File: config.mk
export PLATFORM = sky130hd
export DESIGN_NAME = cdb_arbiter
export DESIGN_NICKNAME = d
export VERILOG_FILES = /design/src/rtl/chaos_pkg.sv /design/src/rtl/rr_arbiter3.sv /design/src/rtl/cdb_arbiter.sv
export SDC_FILE = /design/constraint.sdc
export NUM_CORES = 1
export LEC_CHECK = 0
export CORE_ASPECT_RATIO = 0.5
export CORE_UTILIZATION = 25
export DETAILED_ROUTE_END_ITERATION = 16
export SLEW_MARGIN = 40
export SYNTH_ARGS = -nofsm -noshare
export SYNTH_HDL_FRONTEND = slang
export SYNTH_HIERARCHICAL = 1
export SYNTH_SLANG_ARGS = --single-unit
export TNS_END_PERCENT = 30
File: constraint.sdc
create_clock -name clk -period 2.6 [get_ports clk]
set_input_delay 0.52 -clock clk [delete_from_list [all_inputs] [get_ports clk]]
set_output_delay 0.52 -clock clk [all_outputs]
set_load 0.02 [all_outputs]
File: src/rtl/chaos_pkg.sv
// ---------------------------------------------------------------------------
// chaos_pkg
// Shared definitions for the common-data-bus arbiter: bus widths, the
// reserved "free" ROB tag, source identifiers and a grant-to-source helper.
// ---------------------------------------------------------------------------
package chaos_pkg;

  localparam int TAG_W  = 4;
  localparam int DATA_W = 32;
  localparam int SRC_W  = 2;
  localparam int N_REQ  = 3;

  // Tag value that never names a live ROB entry; seeing it on a request
  // points at a bookkeeping bug upstream.
  localparam logic [TAG_W-1:0] TAG_FREE = 4'hF;

  typedef enum logic [SRC_W-1:0] {
    SRC_ALU = 2'd0,
    SRC_BR  = 2'd1,
    SRC_LS  = 2'd2
  } cdb_src_e;

  // Last-grant value after reset: ALU is the first requester in the order.
  localparam cdb_src_e PTR_RESET = SRC_LS;

  // Map a one-hot grant vector (bit 0 = ALU, 1 = branch, 2 = LSBuf) to the
  // source ID broadcast on the CDB. An all-zero vector maps to SRC_ALU;
  // callers only use the result when a grant is present.
  function automatic logic [SRC_W-1:0] onehot_to_src(input logic [N_REQ-1:0] gnt);
    logic [SRC_W-1:0] src;
    src = SRC_ALU;
    if (gnt[2]) begin
      src = SRC_LS;
    end else if (gnt[1]) begin
      src = SRC_BR;
    end
    return src;
  endfunction

endpackage

File: src/rtl/rr_arbiter3.sv
// ---------------------------------------------------------------------------
// rr_arbiter3
// Pure combinational three-way grant selection.
//   FIXED_PRIO = 0 : round robin; search starts at the requester after ptr
//                    and wraps from 2 to 0.
//   FIXED_PRIO = 1 : fixed priority req[2] > req[1] > req[0]; ptr ignored.
// Ports:
//   req [2:0]  in   request vector (bit 0 = ALU, 1 = branch, 2 = LSBuf)
//   ptr [1:0]  in   last-grant pointer (0, 1 or 2)
//   gnt [2:0]  out  one-hot grant, subset of req; zero when req is zero
// ---------------------------------------------------------------------------
module rr_arbiter3 #(
  parameter bit FIXED_PRIO = 1'b0
) (
  input  logic [2:0] req,
  input  logic [1:0] ptr,
  output logic [2:0] gnt
);

  always_comb begin
    gnt = 3'b000;
    if (FIXED_PRIO) begin
      if (req[2]) begin
        gnt = 3'b100;
      end else if (req[1]) begin
        gnt = 3'b010;
      end else if (req[0]) begin
        gnt = 3'b001;
      end
    end else begin
      case (ptr)
        2'd0: begin
          // order: branch, LSBuf, ALU
          if (req[1]) begin
            gnt = 3'b010;
          end else if (req[2]) begin
            gnt = 3'b100;
          end else if (req[0]) begin
            gnt = 3'b001;
          end
        end
        2'd1: begin
          // order: LSBuf, ALU, branch
          if (req[2]) begin
            gnt = 3'b100;
          end else if (req[0]) begin
            gnt = 3'b001;
          end else if (req[1]) begin
            gnt = 3'b010;
          end
        end
        default: begin
          // ptr == 2 (and the unreachable 3): ALU, branch, LSBuf
          if (req[0]) begin
            gnt = 3'b001;
          end else if (req[1]) begin
            gnt = 3'b010;
          end else if (req[2]) begin
            gnt = 3'b100;
          end
        end
      endcase
    end
  end

endmodule

File: src/rtl/cdb_arbiter.sv
// ---------------------------------------------------------------------------
// cdb_arbiter
// Arbitrates the ALU, branch unit and load/store buffer onto the single
// common data bus. Readies are a combinational grant; the winning result is
// registered and broadcast one cycle later to the ROB and reservation
// stations.
//
// Build option: CDB_ARB_ROUND_ROBIN_EN
//   defined   : round robin on a 2-bit last-grant pointer (reset value 2,
//               so ALU wins first), updated only on a transfer.
//   undefined : fixed priority LSBuf > branch > ALU, no pointer register.
//
// Ports:
//   clk, rst                 clock; asynchronous active-low reset
//   <req>_valid/_tag/_data   result offered by requester (alu, br, ls)
//   <req>_ready              grant; transfer when valid & ready
//   flush                    synchronous mispredict flush, blocks all grants
//   cdb_valid/_tag/_data     registered broadcast
//   cdb_src                  0 = ALU, 1 = branch, 2 = LSBuf
//   err_free_tag             sticky: a transfer carried TAG_FREE
// ---------------------------------------------------------------------------
module cdb_arbiter
  import chaos_pkg::*;
(
  input  logic              clk,
  input  logic              rst,
  input  logic              alu_valid,
  input  logic [TAG_W-1:0]  alu_tag,
  input  logic [DATA_W-1:0] alu_data,
  output logic              alu_ready,
  input  logic              br_valid,
  input  logic [TAG_W-1:0]  br_tag,
  input  logic [DATA_W-1:0] br_data,
  output logic              br_ready,
  input  logic              ls_valid,
  input  logic [TAG_W-1:0]  ls_tag,
  input  logic [DATA_W-1:0] ls_data,
  output logic              ls_ready,
  input  logic              flush,
  output logic              cdb_valid,
  output logic [TAG_W-1:0]  cdb_tag,
  output logic [DATA_W-1:0] cdb_data,
  output logic [SRC_W-1:0]  cdb_src,
  output logic              err_free_tag
);

  logic [N_REQ-1:0]  req;
  logic [N_REQ-1:0]  gnt;
  logic [1:0]        ptr;
  logic              xfer;
  logic [SRC_W-1:0]  sel_src;
  logic [TAG_W-1:0]  sel_tag;
  logic [DATA_W-1:0] sel_data;

  // Requests are masked before arbitration, so a flush or an asserted reset
  // yields no grant at all rather than a grant that is later discarded.
  assign req = {ls_valid, br_valid, alu_valid} & {N_REQ{~flush & rst}};

`ifdef CDB_ARB_ROUND_ROBIN_EN
  always_ff @(posedge clk or negedge rst) begin
    if (!rst) begin
      ptr <= PTR_RESET;
    end else if (xfer) begin
      ptr <= sel_src;
    end
  end

  rr_arbiter3 #(
    .FIXED_PRIO (1'b0)
  ) u_arb (
    .req (req),
    .ptr (ptr),
    .gnt (gnt)
  );
`else
  assign ptr = PTR_RESET;

  rr_arbiter3 #(
    .FIXED_PRIO (1'b1)
  ) u_arb (
    .req (req),
    .ptr (ptr),
    .gnt (gnt)
  );
`endif

  assign alu_ready = gnt[0];
  assign br_ready  = gnt[1];
  assign ls_ready  = gnt[2];
  assign xfer      = |gnt;
  assign sel_src   = onehot_to_src(gnt);

  always_comb begin
    sel_tag  = alu_tag;
    sel_data = alu_data;
    case (gnt)
      3'b010: begin
        sel_tag  = br_tag;
        sel_data = br_data;
      end
      3'b100: begin
        sel_tag  = ls_tag;
        sel_data = ls_data;
      end
      default: begin
        sel_tag  = alu_tag;
        sel_data = alu_data;
      end
    endcase
  end

  // Payload holds its last value when nothing is broadcast.
  always_ff @(posedge clk or negedge rst) begin
    if (!rst) begin
      cdb_valid <= 1'b0;
      cdb_tag   <= '0;
      cdb_data  <= '0;
      cdb_src   <= '0;
    end else begin
      cdb_valid <= xfer;
      if (xfer) begin
        cdb_tag  <= sel_tag;
        cdb_data <= sel_data;
        cdb_src  <= sel_src;
      end
    end
  end

  always_ff @(posedge clk or negedge rst) begin
    if (!rst) begin
      err_free_tag <= 1'b0;
    end else if (xfer && (sel_tag == TAG_FREE)) begin
      err_free_tag <= 1'b1;
    end
  end

endmodule

==> summary.md, run 1 <==
| Metric | Value |
|---|---|
| Clock power frac | 27.0% |
| Least-Margin Pin Slew | 0.6918 ns |
| Die W | 142.3 µm |
| Total power | 2.360 mW |
| R2r worst-path depth | 2 |
| I/O pins | 157 |
| Initial antenna violation count | 0 |
| Routed WL | 8871 µm |
| P_int | 1.633 mW |
| Place WS | -0.02500 ns |
| Num CTS Buffers | 5 |
| Setup Viol. Count Final | 0 |
| Pin count of the biggest net entering global routing | 52 |
| Switching share of power | 30.79% |
| Part of the power in combinational logic | 38.9% |
| Vias in the first global route | 2587 |
| DRT antenna net count | 0 |
| Outcome | complete, no violations |
| Global route overflow | 0 |
| Number of antenna repair diodes | 0 |
| Vias | 2573 |
| VDD IR max | 0.2497 mV |
| Final HPWL DP | 6278 µm |
| DP Area | 4202 µm² |
| Synth-to-Final Area Change | 76.81% |
| Clock sinks | 40 |
| Slew headroom | 53.88% |
| P_leak | 1.695 nW |
| Fillers | 948 |
| Starting Density | 25.87% |
| Reg power frac | 34.1% |
| Mapped Nets | 384 |
| RSZ-0062 raised after global routing | no |
| Final max-slew violation count | 0 |
| Max-cap viol count | 0 |
| Nets | 533 |
| Port bufs | 156 |
| Root Driver | clkbuf_16 |
| Post-Syn Area | 2460 µm² |
| Initial detailed-routing violation count | 183 |
| Clock period minus worst slack | 2.426 ns |
| R2R Path Start | cdb_data[27]$_DFFE_PN0P_ |
| Final period utilization | 93.33% |
| Post-CTS setup buffers | 0 |
| Global-route wire length before repair | 13880 µm |
| H-tree levels | 2 |
| Data required, critical path | 2.08 ns |
| FP Rows | 25 |
| Max clock buf depth | 2 |
| Sw power | 726.7 µW |
| Core Box Area | 9509 µm² |
| Crit end category | output port |
| Post-route DRC | 0 |
| Mapped Cells | 270 |
| Die H | 72.14 µm |
| Power per cell area | 542.6 nW/µm² |
| Fin. Hold Viols | 0 |
| Crit path launch type | primary input |
| Hold Crit Class | in2async |
| Worst r2r dst | cdb_data[27]$_DFFE_PN0P_ |
| Wire length per cell | 15.98 µm |
| Yosys warnings | 6 |
| Final Worst Setup Slack | 0.1735 ns |
| TritonCTS clock tree | built |
| Worst-path fanout max | 5 |
| GRT Total Usage | 17.52% |
| Post-synthesis area per instance | 9.111 µm² |
| Post-route cell area | 4349 µm² |
| Drt via density | 4.636 |
| R2R setup slack | 1.84 ns |
| Routability cong. | 0.7582 |
| Clock Skew | 0 ns |
| Max Freq | 0.4121 GHz |
| Die area | 10260 µm² |
| DRT Pass-1 Iters | 4 |
| Crit path kind | in2out |
| Layout cells sized above 1 | 5.476% |
| Clock Pin Slew Worst Setup and Hold Paths | 0.06 ns |
| Clock latency at the later pin of the worst-skew pair | 0.29 ns |
| Arr. time, crit path | 1.91 ns |
==> critical path, stage by stage <==
cell and delay, ns:
clkdlybuf4s50_1 0.40, nor2b_1 0.16, and2_4 0.22, clkdlybuf4s50_1 0.61
==> area by class of cell <==
cell class	count	area, µm²	share of cell area [%]
multi-input combinational	201	1349	31.01
timing repair buffer	168	1673	38.46
clock buffer	8	146.4	3.366
sequential	40	1001	23.01
inverter	3	11.26	0.2589
tap	135	168.9	3.884
==> layer usage <==
layer	GRT usage (%)	up-vias	wire [µm]
met5	0	-	0
met4	4.421	0	94
met3	2.970	10	233
met2	30.66	33	4435
met1	22.67	1250	4108
li1	-	1280	-
==> metrics by stage <==
step | TNS (ns) | cells | util (%) | hold WS [ns]
6_report | 0 | 555 | 45.74 | 0.3357
5_1_grt | 0 | 555 | 45.74 | 0.3918
3_5_place_dp | -0.02858 | 547 | 44.18 | 0.4759
2_1_floorplan | 0 | 270 | - | 0.2244
3_3_place_gp | -0.003360 | 547 | 44.18 | 0.4679
4_1_cts | 0 | 555 | 45.71 | 0.3625
==> sequential cells by signal, summed over array words and instances (netlist names) <==
signal and flops:
cdb_data 32, cdb_src 2, cdb_tag 4, cdb_valid 1, err_free_tag 1
==> power by group through the flow <==
| stage | logic, mW | registers [mW] | clock network [mW] |
|---|---|---|---|
| 5_1_grt | 0.985 | 0.823 | 0.670 |
| 2_1_floorplan | 0.252 | 0.965 | 0 |
| 3_5_place_dp | 0.925 | 0.816 | 0 |
| 6_report | 0.917 | 0.806 | 0.637 |
| 4_1_cts | 0.929 | 0.807 | 0.648 |
| 3_3_place_gp | 0.924 | 0.816 | 0 |
==> worst max-delay path by stage <==
stage,startpoint,to,depth (start not counted)
5_1_grt,flush,ls_ready,4
6_report,flush,ls_ready,4
4_1_cts,flush,br_ready,5
3_3_place_gp,flush,alu_ready,5
3_5_place_dp,flush,alu_ready,5
2_1_floorplan,rst,err_free_tag$_DFFE_PN0P_,9
==> cell usage in the layout, fill, tap and decap left out, types with 2 or more instances in the layout <==
| master | instances |
|---|---|
| clkdlybuf4s50_1 | 153 |
| nand2_1 | 65 |
| dfrtp_1 | 40 |
| a22o_1 | 33 |
| mux2i_1 | 32 |
| o211ai_1 | 32 |
| buf_4 | 10 |
| nor2_1 | 6 |
| a21oi_1 | 5 |
| clkbuf_16 | 5 |
| nor2b_1 | 4 |
| inv_1 | 3 |
| o21bai_1 | 3 |
| nor3_1 | 3 |
| o21ai_1 | 3 |
| o311ai_1 | 3 |
| and2_1 | 2 |
| clkbuf_1 | 2 |
| buf_12 | 2 |
==> repair_timing <==
action,4_1_cts,5_1_grt
resized for setup,1,1
setup endpoints to repair,1,1
hold buffers,0,0
(Power assumes the default switching activity.)
==> inputs of run 2 (changes only) <==
- CTS_CLUSTER_DIAMETER: not set -> 60
- SKIP_CTS_REPAIR_TIMING: not set -> 1
==> run 2 against run 1 <==
Net effect:
- routed wire length fell by 0.17%
- sequential share of layout area barely moved
- setup slack barely moved
- final cell count did not move
- sequential power barely moved
- clock power barely moved
- non-clock buffer count did not move
- critical path type unchanged
==> summary.md, run 2 (synthesis gave the netlist of run 1 again) <==
| Metric | Value |
|---|---|
| Outcome | complete, no violations |
| Die area | 10260 µm² |
| P_leak | 1.708 nW |
| Root Driver | clkbuf_16 |
| WL met2 | 4447 µm |
| Layout cells sized above 1 | 5.476% |
| Sw power | 726.8 µW |
| Vias | 2577 |
| Post-route DRC | 0 |
| Setup Viol. Count Final | 0 |
| Clock sinks | 40 |
| Clock period minus worst slack | 2.427 ns |
| Hold Crit Class | in2async |
| Nets | 533 |
| Global-route wire length before repair | 13880 µm |
| Clock Skew | 0 ns |
| Crit end category | output port |
| GRT Total Usage | 17.52% |
| H-tree levels | 2 |
| DRT antenna net count | 0 |
| TritonCTS clock tree | built |
| Worst r2r dst | cdb_data[27]$_DFFE_PN0P_ |
| M1 wire length | 4083 µm |
| Power per cell area | 542.2 nW/µm² |
| Wire length per cell | 15.96 µm |
| Crit path launch type | primary input |
| Worst-path fanout max | 5 |
| P_int | 1.634 mW |
| Clock latency at the later pin of the worst-skew pair | 0.29 ns |
| Most common cell after layout, fill and taps aside | clkdlybuf4s50_1 |
| Num CTS Buffers | 5 |
| Number of flip-flops in the largest register | 32 |
| Final max-slew violation count | 0 |
| Max clock buf depth | 2 |
| Final HPWL DP | 6278 µm |
| Initial detailed-routing violation count | 161 |
| Core Box Area | 9509 µm² |
| Crit path kind | in2out |
| Vias in the first global route | 2587 |
| Die W | 142.3 µm |
| Fin. Hold Viols | 0 |
| Synth-to-Final Area Change | 76.96% |
| Global route overflow | 0 |
| Final Worst Setup Slack | 0.1732 ns |
| Reg power frac | 34.1% |
| Final period utilization | 93.34% |
| Routability cong. | 0.7582 |
| R2R setup slack | 1.84 ns |
| Initial antenna violation count | 0 |
| Final Core Density | 45.78% |
| Drt via density | 4.643 |
| Switching share of power | 30.79% |
| DRT Pass-1 Iters | 4 |
| Part of the power in combinational logic | 38.9% |
| Most frequent cells in the layout | clkdlybuf4s50_1 (153), nand2_1 (65), dfrtp_1 (40) |
| FP Rows | 25 |
| Max-cap viol count | 0 |
| Routed WL | 8856 µm |
| RSZ-0062 raised after global routing | no |
| Max layer used | met4 |
| Die H | 72.14 µm |
| Number of antenna repair diodes | 0 |
| Port bufs | 156 |
| Max Freq | 0.4121 GHz |
| VDD IR max | 0.2501 mV |
| Least-Margin Pin Slew | 0.6953 ns |
| Total power | 2.360 mW |
| Starting Density | 25.87% |
| I/O pins | 157 |
| Place WS | -0.02500 ns |
| Arr. time, crit path | 1.91 ns |
| Clock Pin Slew Worst Setup and Hold Paths | 0.06 ns |
| Largest registers | cdb_data (32), cdb_tag (4), cdb_src (2) |
| Data required, critical path | 2.08 ns |
| Slew headroom | 53.65% |
| Pin count of the biggest net entering global routing | 52 |
| Largest Register | cdb_data |
| R2r worst-path depth | 2 |
| R2R Path Start | cdb_data[27]$_DFFE_PN0P_ |
| Met3 Wirelength | 236 µm |
| Clock power frac | 27.0% |
## run 2: cell count changes in the layout (fill, tap and decap cells not counted)
cell / previous run / this run
dlygate4sd2_1: 1 / 0
dlymetal6s2s_1: 1 / 2
## run 2: worst max path at each step
stage	start	to	slack, ns	depth (start not counted)
after floorplan	rst	err_free_tag$_DFFE_PN0P_	0.33	9
final	flush	ls_ready	0.17	4
after CTS	flush	alu_ready	-0.03	5
after detailed placement	flush	alu_ready	-0.02	5
after global routing	flush	ls_ready	0.12	4
after global placement	flush	alu_ready	-0.003	5
## run 2: routing by layer
layer	GRT usage [%]	up-vias
met5	0	-
met4	4.421	0
met3	2.970	10
met2	30.66	33
met1	22.67	1255
li1	-	1279
## run 2: power groups by stage
stage / Clock (mW) / Combinational, mW / Sequential (mW)
after floorplan: 0 / 0.252 / 0.965
after global placement: 0 / 0.924 / 0.816
after detailed placement: 0 / 0.925 / 0.816
after CTS: 0.648 / 0.929 / 0.807
after global routing: 0.670 / 0.985 / 0.823
final: 0.637 / 0.918 / 0.806
## run 2: per-stage QoR
stage | area [µm²] | std cells | setup TNS, ns | hold WS [ns]
6_report | 4353 | 555 | 0 | 0.3345
5_1_grt | 4353 | 555 | 0 | 0.3918
4_1_cts | 4348 | 555 | -0.02899 | 0.3625
3_5_place_dp | 4202 | 547 | -0.02858 | 0.4759
3_3_place_gp | 4202 | 547 | -0.003360 | 0.4679
2_1_floorplan | 2460 | 270 | 0 | 0.2244
## run 2: worst max-delay path, stage by stage
cell             delay, ns
clkdlybuf4s50_1       0.40
nor2b_1               0.16
and2_4                0.22
clkdlybuf4s50_1       0.61
## run 2: final cells by class
class | instances | area (µm²)
well taps | 135 | 168.9
flip-flops and latches | 40 | 1001
multi-input cells | 201 | 1349
repair buffers | 168 | 1677
fillers | 946 | 5156
clock buffers | 8 | 146.4
inverters | 3 | 11.26
==> inputs of run 3 (changes only) <==
- CAP_MARGIN: not set -> 25
==> results of run 3 <==
The final DEF is identical to that of run 2; final timing and power are the same.
